## src/rtl/taxi_pkg.sv

```systemverilog
// Shared types and limits for the taxi meter datapath.
// Trip state, counter widths and saturation values.
package taxi_pkg;

    typedef enum logic [1:0] {
        IDLE = 2'd0,
        RUN  = 2'd1,
        HOLD = 2'd2
    } state_t;

    localparam int DIST_W = 16;
    localparam int WAIT_W = 8;

    localparam logic [DIST_W-1:0] DIST_MAX = 16'hFFFF;
    localparam logic [WAIT_W-1:0] WAIT_MAX = 8'hFF;

endpackage

```

## src/rtl/wheel_debounce.sv

```systemverilog
// Wheel sensor front end: 2-flop sync, optional glitch filter, rising-edge pulse.
// Filter present only when MILEAGE_DEBOUNCE_EN is defined.
module wheel_debounce
`ifdef MILEAGE_DEBOUNCE_EN
#(
    parameter int unsigned DEBOUNCE_CYCLES = 4
)
`endif
(
    input  logic clk,
    input  logic rst,
    input  logic wheel,
    output logic pulse
);

    logic sync1;
    logic sync2;
    logic level;
    logic level_q;

    always_ff @(posedge clk or negedge rst) begin
        if (!rst) begin
            sync1 <= 1'b0;
            sync2 <= 1'b0;
        end else begin
            sync1 <= wheel;
            sync2 <= sync1;
        end
    end

`ifdef MILEAGE_DEBOUNCE_EN
    logic [3:0] cnt;

    // A new level is adopted only after DEBOUNCE_CYCLES differing samples in a row.
    always_ff @(posedge clk or negedge rst) begin
        if (!rst) begin
            level <= 1'b0;
            cnt   <= 4'd0;
        end else if (sync2 == level) begin
            cnt <= 4'd0;
        end else if (cnt == 4'(DEBOUNCE_CYCLES - 1)) begin
            level <= sync2;
            cnt   <= 4'd0;
        end else begin
            cnt <= cnt + 4'd1;
        end
    end
`else
    assign level = sync2;
`endif

    always_ff @(posedge clk or negedge rst) begin
        if (!rst) begin
            level_q <= 1'b0;
        end else begin
            level_q <= level;
        end
    end

    assign pulse = level & ~level_q;

endmodule

```

## src/rtl/mileage_counter.sv

```systemverilog
// Trip distance and waiting-time counter feeding the fare stage.
// Wheel glitch filter enabled by defining MILEAGE_DEBOUNCE_EN.
module mileage_counter
    import taxi_pkg::*;
#(
    parameter int unsigned PULSES_PER_UNIT = 10,
    parameter int unsigned DEBOUNCE_CYCLES = 4
) (
    input  logic              clk,
    input  logic              rst,
    input  logic              start,
    input  logic              stop,
    input  logic              wheel,
    input  logic              sec_tick,
    output logic [DIST_W-1:0] distence,
    output logic [WAIT_W-1:0] wait_time,
    output logic              running
);

    if (PULSES_PER_UNIT < 1 || PULSES_PER_UNIT > 255 ||
        DEBOUNCE_CYCLES < 1 || DEBOUNCE_CYCLES > 15) begin : g_bad_param
        $error("mileage_counter: parameter out of range");
    end

    state_t     state;
    state_t     state_next;
    logic       pulse;
    logic       start_q;
    logic       stop_q;
    logic       start_edge;
    logic       stop_edge;
    logic       enter_run;
    logic       counting;
    logic       wrap;
    logic       pulse_seen;
    logic [7:0] presc;

`ifdef MILEAGE_DEBOUNCE_EN
    wheel_debounce #(
        .DEBOUNCE_CYCLES(DEBOUNCE_CYCLES)
    ) u_wheel (
        .clk  (clk),
        .rst  (rst),
        .wheel(wheel),
        .pulse(pulse)
    );
`else
    wheel_debounce u_wheel (
        .clk  (clk),
        .rst  (rst),
        .wheel(wheel),
        .pulse(pulse)
    );
`endif

    always_ff @(posedge clk or negedge rst) begin
        if (!rst) begin
            start_q <= 1'b0;
            stop_q  <= 1'b0;
        end else begin
            start_q <= start;
            stop_q  <= stop;
        end
    end

    assign start_edge = start & ~start_q;
    assign stop_edge  = stop & ~stop_q;

    always_ff @(posedge clk or negedge rst) begin
        if (!rst) begin
            state <= IDLE;
        end else begin
            state <= state_next;
        end
    end

    // Simultaneous edges: stop wins while running, start wins otherwise.
    always_comb begin
        state_next = state;
        unique case (state)
            IDLE:    if (start_edge) state_next = RUN;
            RUN:     if (stop_edge)  state_next = HOLD;
            HOLD:    if (start_edge) state_next = RUN;
            default: state_next = IDLE;
        endcase
    end

    always_comb begin
        enter_run = (state_next == RUN) && (state != RUN);
        counting  = (state == RUN);
        wrap      = (presc == 8'(PULSES_PER_UNIT - 1));
    end

    always_ff @(posedge clk or negedge rst) begin
        if (!rst) begin
            running <= 1'b0;
        end else begin
            running <= (state_next == RUN);
        end
    end

    always_ff @(posedge clk or negedge rst) begin
        if (!rst) begin
            presc      <= 8'd0;
            distence   <= '0;
            wait_time  <= '0;
            pulse_seen <= 1'b0;
        end else if (enter_run) begin
            presc      <= 8'd0;
            distence   <= '0;
            wait_time  <= '0;
            pulse_seen <= 1'b0;
        end else if (counting) begin
            if (pulse) begin
                if (wrap) begin
                    presc <= 8'd0;
                    if (distence != DIST_MAX) begin
                        distence <= distence + 1'b1;
                    end
                end else begin
                    presc <= presc + 8'd1;
                end
            end
            // A pulse on the tick cycle still belongs to the second just ending.
            if (sec_tick) begin
                if (!pulse_seen && !pulse && wait_time != WAIT_MAX) begin
                    wait_time <= wait_time + 1'b1;
                end
                pulse_seen <= 1'b0;
            end else if (pulse) begin
                pulse_seen <= 1'b1;
            end
        end
    end

endmodule

```

## config.mk

```make
export PLATFORM = sky130hd
export DESIGN_NAME = mileage_counter
export DESIGN_NICKNAME = d
export VERILOG_FILES = /design/src/rtl/taxi_pkg.sv /design/src/rtl/wheel_debounce.sv /design/src/rtl/mileage_counter.sv
export SDC_FILE = /design/constraint.sdc
export NUM_CORES = 1
export LEC_CHECK = 0
export CAP_MARGIN = 20
export CELL_PAD_IN_SITES_DETAIL_PLACEMENT = 1
export CELL_PAD_IN_SITES_GLOBAL_PLACEMENT = 1
export CORE_ASPECT_RATIO = 0.6
export CORE_MARGIN = 5
export CORE_UTILIZATION = 42
export CTS_CLUSTER_SIZE = 8
export DETAILED_ROUTE_END_ITERATION = 7
export GPL_ROUTABILITY_DRIVEN = 0
export PLACE_DENSITY = 0.88
export SLEW_MARGIN = 0
export SYNTH_ARGS = -nofsm -noshare
export SYNTH_HDL_FRONTEND = slang
export SYNTH_SLANG_ARGS = --single-unit
```

## constraint.sdc

```tcl
create_clock -name clk -period 2.6 [get_ports clk]
set_clock_uncertainty 0.05 [all_clocks]
set_input_delay 0.52 -clock clk [delete_from_list [all_inputs] [get_ports clk]]
set_output_delay 0.52 -clock clk [all_outputs]
set_load 0.1 [all_outputs]
```

==> run_results.csv, run 1 <==
group,metric,value,unit
outcome,run_status,"finished, final reports clean",
final_layout,nets,241,
power,switchingPower,0.000777,W
power,p_clk_share,24.2,%
yosys,yosys.area.top_type,"dfrtp_1",
drt,vias_per_cell,5.55,
timing,finalMaxSlewViolations,0,
floorplan,io_pins,31,
setup_path,worstPathCellList,"clkdlybuf4s50_1 > nor3b_4 > nand4bb_4 > o21ai_2 > or4_1 > a21oi_1",
final_layout,drive_gt1_share,20.7,%
final_layout,area_growth,20.0,%
yosys,ys_ff_latch,41,
yosys,synthAdderAreaFrac,2.43,%
drt,dr_total_vias,1637,
yosys,synthesis.nets,206,
clock_network,cts_setup_buffers,0,
grt,antenna_found_initial,0,
yosys,synth.most_common_cell,"dfrtp_1",
yosys,synth-compound-area-share,12.5,%
flow_run,cap_violations,0,
setup_path,crit_type,"input pin to register",
floorplan,initial_core_util,44.1,%
setup_path,r2r_slack,480,ps
yosys,ys_seq_area_share,49.9,%
drt,drt-total-wl,4.91,mm
yosys,synth_cell_type_count,45,
final_layout,stdcell_count,295,
timing,tightestPinTransition,495,ps
yosys,synth_flop_cell,"dfrtp_1",
grt,track_usage,16.9,%
timing,fin_ws,461,ps
yosys,synth_top_family_by_area,"simple AND/OR/NAND/NOR gates",
floorplan,die_w,100,um
final_layout,diodes,0,
power,p_per_area,764,nW/um2
setup_path,cp_max_fo,6,
setup_path,worst_path_largest_cell_delay,500,ps
clock_network,hold_buffers,0,
clock_network,clock_path_buffers,2,
yosys,yosys_warnings,0,
drt,firstDrtPassIters,4,
drt,initialDrtViolationCount,60,
final_layout,utilization,52.9,%
timing,setup_viol_count_final,0,
yosys,synth-xor-area-share,6.82,%
floorplan,rows,19,
clock_network,cts_buffers,5,
yosys,synthMuxAreaShare,0.487,%
yosys,synth-edff-count,0,
setup_path,cpMaxStageDelayCell,"clkdlybuf4s50_1",
setup_path,reg2regPathDepth,7,
timing,max_freq,467,MHz
yosys,yosys-top-cells-count,"dfrtp_1 (41), nor2_1 (20), xor2_1 (16)",
setup_path,worstPathRequired,2760,ps
grt,grt_max_degree,22,
setup_path,worst_setup_path_end_kind,"register",
power,switching_share,41.2,%
clock_network,cts_htree_levels,2,
yosys,syn_avg_cell_area,10.5,um2
clock_network,cts_resized,0,
yosys,synth_top_area_share,49.9,%
power,cellLeakagePower,1.14,nW
setup_path,regToRegEndpoint,"distence[3]$_DFFE_PN0P_",
yosys,syn_area,2060,um2
timing,rsz0062_at_grt,"no",
power,ir_drop,511,uV
clock_network,cts_tree,"done",
power,pwr-share-comb,32.2,%
timing,min_period_over_period,82.3,%
drt,wl_per_cell,16.7,um
place,io_buffers,30,
power,p_int,0.00111,W
grt,overflow,0,
power,power_frac_seq,43.6,%
timing,relSlewSlack,67.0,%
place,place_ws,148,ps
clock_network,clock_sinks,41,
setup_path,startpoint_type,"input pin",
floorplan,die_y,64.2,um
setup_path,crit_arrival,2300,ps
drt,ant_nets,0,
place,dp.cells,287,
floorplan,die-area,6440,um2
floorplan,coreArea,4660,um2
yosys,synth_cells,196,
clock_network,cts.clk_slew.worst_paths,80,ps
yosys,yosys.area_share.simple,25.7,%
clock_network,clk_latency,290,ps
grt,grt_pass1_wl,8.60,mm
drt,drc,0,
hold_path,hold_class,"input pin to async pin",
setup_path,r2r-start,"distence[0]$_DFFE_PN0P_",
clock_network,cts-root-buf,"clkbuf_8",
power,power,0.00189,W
grt,grt_pass1_vias,1725,
place,place_hpwl,3.68,mm
timing,fin_crit,2140,ps
timing,setup-tns-final,0,ps
yosys,async_flop_share,100,%
yosys,synth.area.top_cells,"dfrtp_1 (50%), xor2_1 (6.8%), nor2_1 (3.7%)",
timing,finalHoldViolCount,0,
[layout make-up]
cell class / count / area [um2]
clock buffer: 7 / 96.3
sequential: 41 / 1030
tap: 63 / 78.8
timing repair buffer: 34 / 263
inverter: 3 / 11.3
fill: 547 / 2190
clock inverter: 1 / 5.00
multi-input combinational: 146 / 986
[cell usage in the layout, fill, tap and decap left out, drive strengths merged, types with 2 or more instances in the layout]
cell and instances:
nor3b 2, o2111ai 2, ha 4, clkdlybuf4s50 4
or4 2, dfrtp 41, nor3 5, nand3 8
nor2b 2, nand2 14, and4bb 2, o21a 4
and2 2, buf 30, o31ai 3, o21ai 12
xor2 16, nand4 12, nor2 20, inv 3
or3 5, and4 4, clkbuf 7, a21oi 7
o211ai 3, and3 4
[critical path: cells and delay by family]
kind | cells | cell delay, ps
AND/OR/NAND/NOR | 3 | 1030
AO/OA/AOI/OAI | 2 | 250
buffers and inverters | 1 | 500
[state kept, by name, summed over array words and instances, names as in the netlist]
register and flops:
u_wheel.level_q 1, stop_q 1, pulse_seen 1, distence 16, running 1, u_wheel.level 1, u_wheel.sync1 1, wait_time 8
start_q 1, presc 8, state 2
[power groups by stage]
stage / registers, W / clock network (W) / logic, W
2_1_floorplan: 0.00109 / 0 / 0.000179
3_3_place_gp: 0.000823 / 0 / 0.000592
3_5_place_dp: 0.000833 / 0 / 0.000611
4_1_cts: 0.000822 / 0.000469 / 0.000614
5_1_grt: 0.000837 / 0.000505 / 0.000651
6_report: 0.000822 / 0.000457 / 0.000606
[how the worst max path moves through the flow]
stage	startpoint	endpoint	slack, ps
after floorplan	distence[0]$_DFFE_PN0P_	distence[3]$_DFFE_PN0P_	40
after global placement	start	distence[12]$_DFFE_PN0P_	250
after detailed placement	start	distence[12]$_DFFE_PN0P_	150
after CTS	start	distence[12]$_DFFE_PN0P_	450
after global routing	distence[0]$_DFFE_PN0P_	distence[3]$_DFFE_PN0P_	320
final	start	distence[12]$_DFFE_PN0P_	460
[stage by stage]
step	cell area, um2	hold slack, ps
detailed placement	2360	286
global placement	2360	285
global route	2470	153
floorplan	2060	174
finish	2470	134
CTS	2470	140
[logic make-up (layout without fill, tap and decap cells)]
group	after synthesis	in the layout
muxes	1	1
and+or+nand+nor	88	88
DFF	41	41
adders and majority gates	4	4
buffers and inverters	9	45
xor gates and xnor gates	16	16
AOI/OAI and AO/OA	37	37
[routing by layer]
layer	vias to the layer above	track usage (%)	wire length [um]
li1	784	-	-
met1	820	24.4	2520
met2	29	25.1	2130
met3	4	4.46	219
met4	0	4.54	36
met5	-	0	0
Note: power is estimated with default switching activity, not from simulation.
==> run 2: changes to the inputs <==
==> constraint.sdc (replaced) <==
create_clock -name clk -period 2.2 [get_ports clk]
set_clock_uncertainty 0.05 [all_clocks]
set_input_delay 0.44 -clock clk [delete_from_list [all_inputs] [get_ports clk]]
set_output_delay 0.44 -clock clk [all_outputs]
set_load 0.1 [all_outputs]
==> run 2 against run 1 <==
Against the previous run:
- final cell count rose by 1.7%
- non-clock buffer count rose by 5
- largest power group unchanged
- highest routed layer unchanged
- clock-buffer cell count fell by 1
- largest cell class unchanged
==> run_results.csv, run 2 (synthesis gave the netlist of run 1 again) <==
group,metric,value,unit
setup_path,worstPathRequired,2370,ps
power,p_int,0.00126,W
final_layout,nets,246,
drt,ant_nets,0,
drt,drt-total-wl,5.13,mm
clock_network,clk_latency,300,ps
setup_path,crit_type,"register to register",
grt,grt_pass1_wl,8.73,mm
timing,relSlewSlack,68.0,%
final_layout,final_common_cell,"buf_4",
timing,finalHoldViolCount,0,
power,ir_drop,710,uV
power,pwr-share-comb,33.0,%
drt,firstDrtPassIters,4,
hold_path,hold_class,"input pin to async pin",
final_layout,top_regs,"distence x16, presc x8, wait_time x8",
power,p_clk_share,22.2,%
final_layout,largest_reg_flops,16,
timing,fin_crit,2080,ps
timing,rsz0062_at_grt,"no",
grt,track_usage,17.3,%
setup_path,r2r_slack,120,ps
clock_network,cts_setup_buffers,0,
timing,hold_slack,28.1,ps
timing,finalMaxSlewViolations,0,
power,cellLeakagePower,1.14,nW
clock_network,clock_sinks,41,
clock_network,cts_buffers,5,
place,place_ws,-138,ps
power,switchingPower,0.000924,W
setup_path,crit_arrival,2250,ps
drt,dr_total_vias,1648,
power,p_per_area,869,nW/um2
place,io_buffers,30,
final_layout,utilization,54.1,%
timing,max_freq,480,MHz
outcome,run_status,"finished, final reports clean",
floorplan,die_w,100,um
final_layout,final_cell_mix,"buf_4 (33), dfrtp_1 (27), nor2_1 (20)",
setup_path,cp_max_fo,6,
clock_network,cts_htree_levels,2,
floorplan,initial_core_util,44.1,%
grt,antenna_found_initial,0,
clock_network,cts-root-buf,"clkbuf_8",
drt,drc,0,
setup_path,worst_setup_path_end_kind,"register",
grt,grt_pass1_vias,1696,
power,switching_share,42.2,%
clock_network,clock_path_buffers,2,
clock_network,cts.clk_slew.worst_paths,80,ps
final_layout,drive_gt1_share,27.8,%
floorplan,die_y,64.2,um
timing,min_period_over_period,94.7,%
clock_network,cts_resized,0,
grt,grt_max_degree,25,
setup_path,startpoint_type,"register",
grt,overflow,0,
floorplan,coreArea,4660,um2
drt,initialDrtViolationCount,85,
floorplan,rows,19,
power,power_frac_seq,44.8,%
floorplan,die-area,6440,um2
place,place_hpwl,3.77,mm
timing,fin_ws,116,ps
floorplan,io_pins,31,
flow_run,cap_violations,0,
clock_network,hold_buffers,0,
timing,setup_viol_count_final,0,
drt,wl_per_cell,17.1,um
clock_network,cts_tree,"done",
final_layout,diodes,0,
final_layout,area_growth,22.6,%
timing,tightestPinTransition,477,ps
final_layout,regMostFlops,"distence",
drt,vias_per_cell,5.49,
-- run 2: final timing paths --
path,to,depth (start not counted),from
max,distence[12]$_DFFE_PN0P_,6,distence[0]$_DFFE_PN0P_
min,distence[4]$_DFFE_PN0P_,1,rst
max reg2reg,distence[12]$_DFFE_PN0P_,6,distence[0]$_DFFE_PN0P_
min reg2reg,u_wheel.level$_DFF_PN0_,0,u_wheel.sync1$_DFF_PN0_
max in group asynchronous,distence[9]$_DFFE_PN0P_,2,rst
min in group clk,u_wheel.level$_DFF_PN0_,0,u_wheel.sync1$_DFF_PN0_
-- run 2: worst max-delay path: stages, from the launching register on --
cell       delay [ps]
dfrtp_4           510
ha_1              240
and4_1            310
nand4bb_4         170
o21ai_2            90
or4_1             480
a21oi_1           150
-- run 2: layout make-up --
type / count / area [um2]
Fill cell: 542 / 2140
Sequential cell: 41 / 1050
Multi-Input combinational cell: 146 / 986
Timing Repair Buffer: 39 / 313
Tap cell: 63 / 78.8
Clock buffer: 6 / 72.6
Inverter: 3 / 11.3
Clock inverter: 2 / 10.0
-- run 2: power groups by stage --
stage | Clock (W) | Sequential [W] | Combinational [W]
floorplan | 0 | 0.00130 | 0.000211
global placement | 0 | 0.000989 | 0.000704
detailed placement | 0 | 0.000994 | 0.000726
CTS | 0.000497 | 0.000982 | 0.000728
global route | 0.000541 | 0.00101 | 0.000769
finish | 0.000485 | 0.000981 | 0.000722
-- run 2: stage by stage --
stage	instance area, um2	TNS [ps]	total power (W)	cells
final	2520	0	0.00219	300
after global routing	2520	0	0.00232	300
after CTS	2520	0	0.00221	300
after detailed placement	2440	-756	0.00172	292
after global placement	2440	-103	0.00169	292
after floorplan	2080	0	0.00151	196
-- run 2: layer usage --
metal	part of all wire [%]	track usage [%]	up-vias
met4	1.1	4.87	0
met1	49	23.7	823
met3	4.4	5.43	6
li1	-	-	791
met5	0	0	-
met2	45	26.2	28
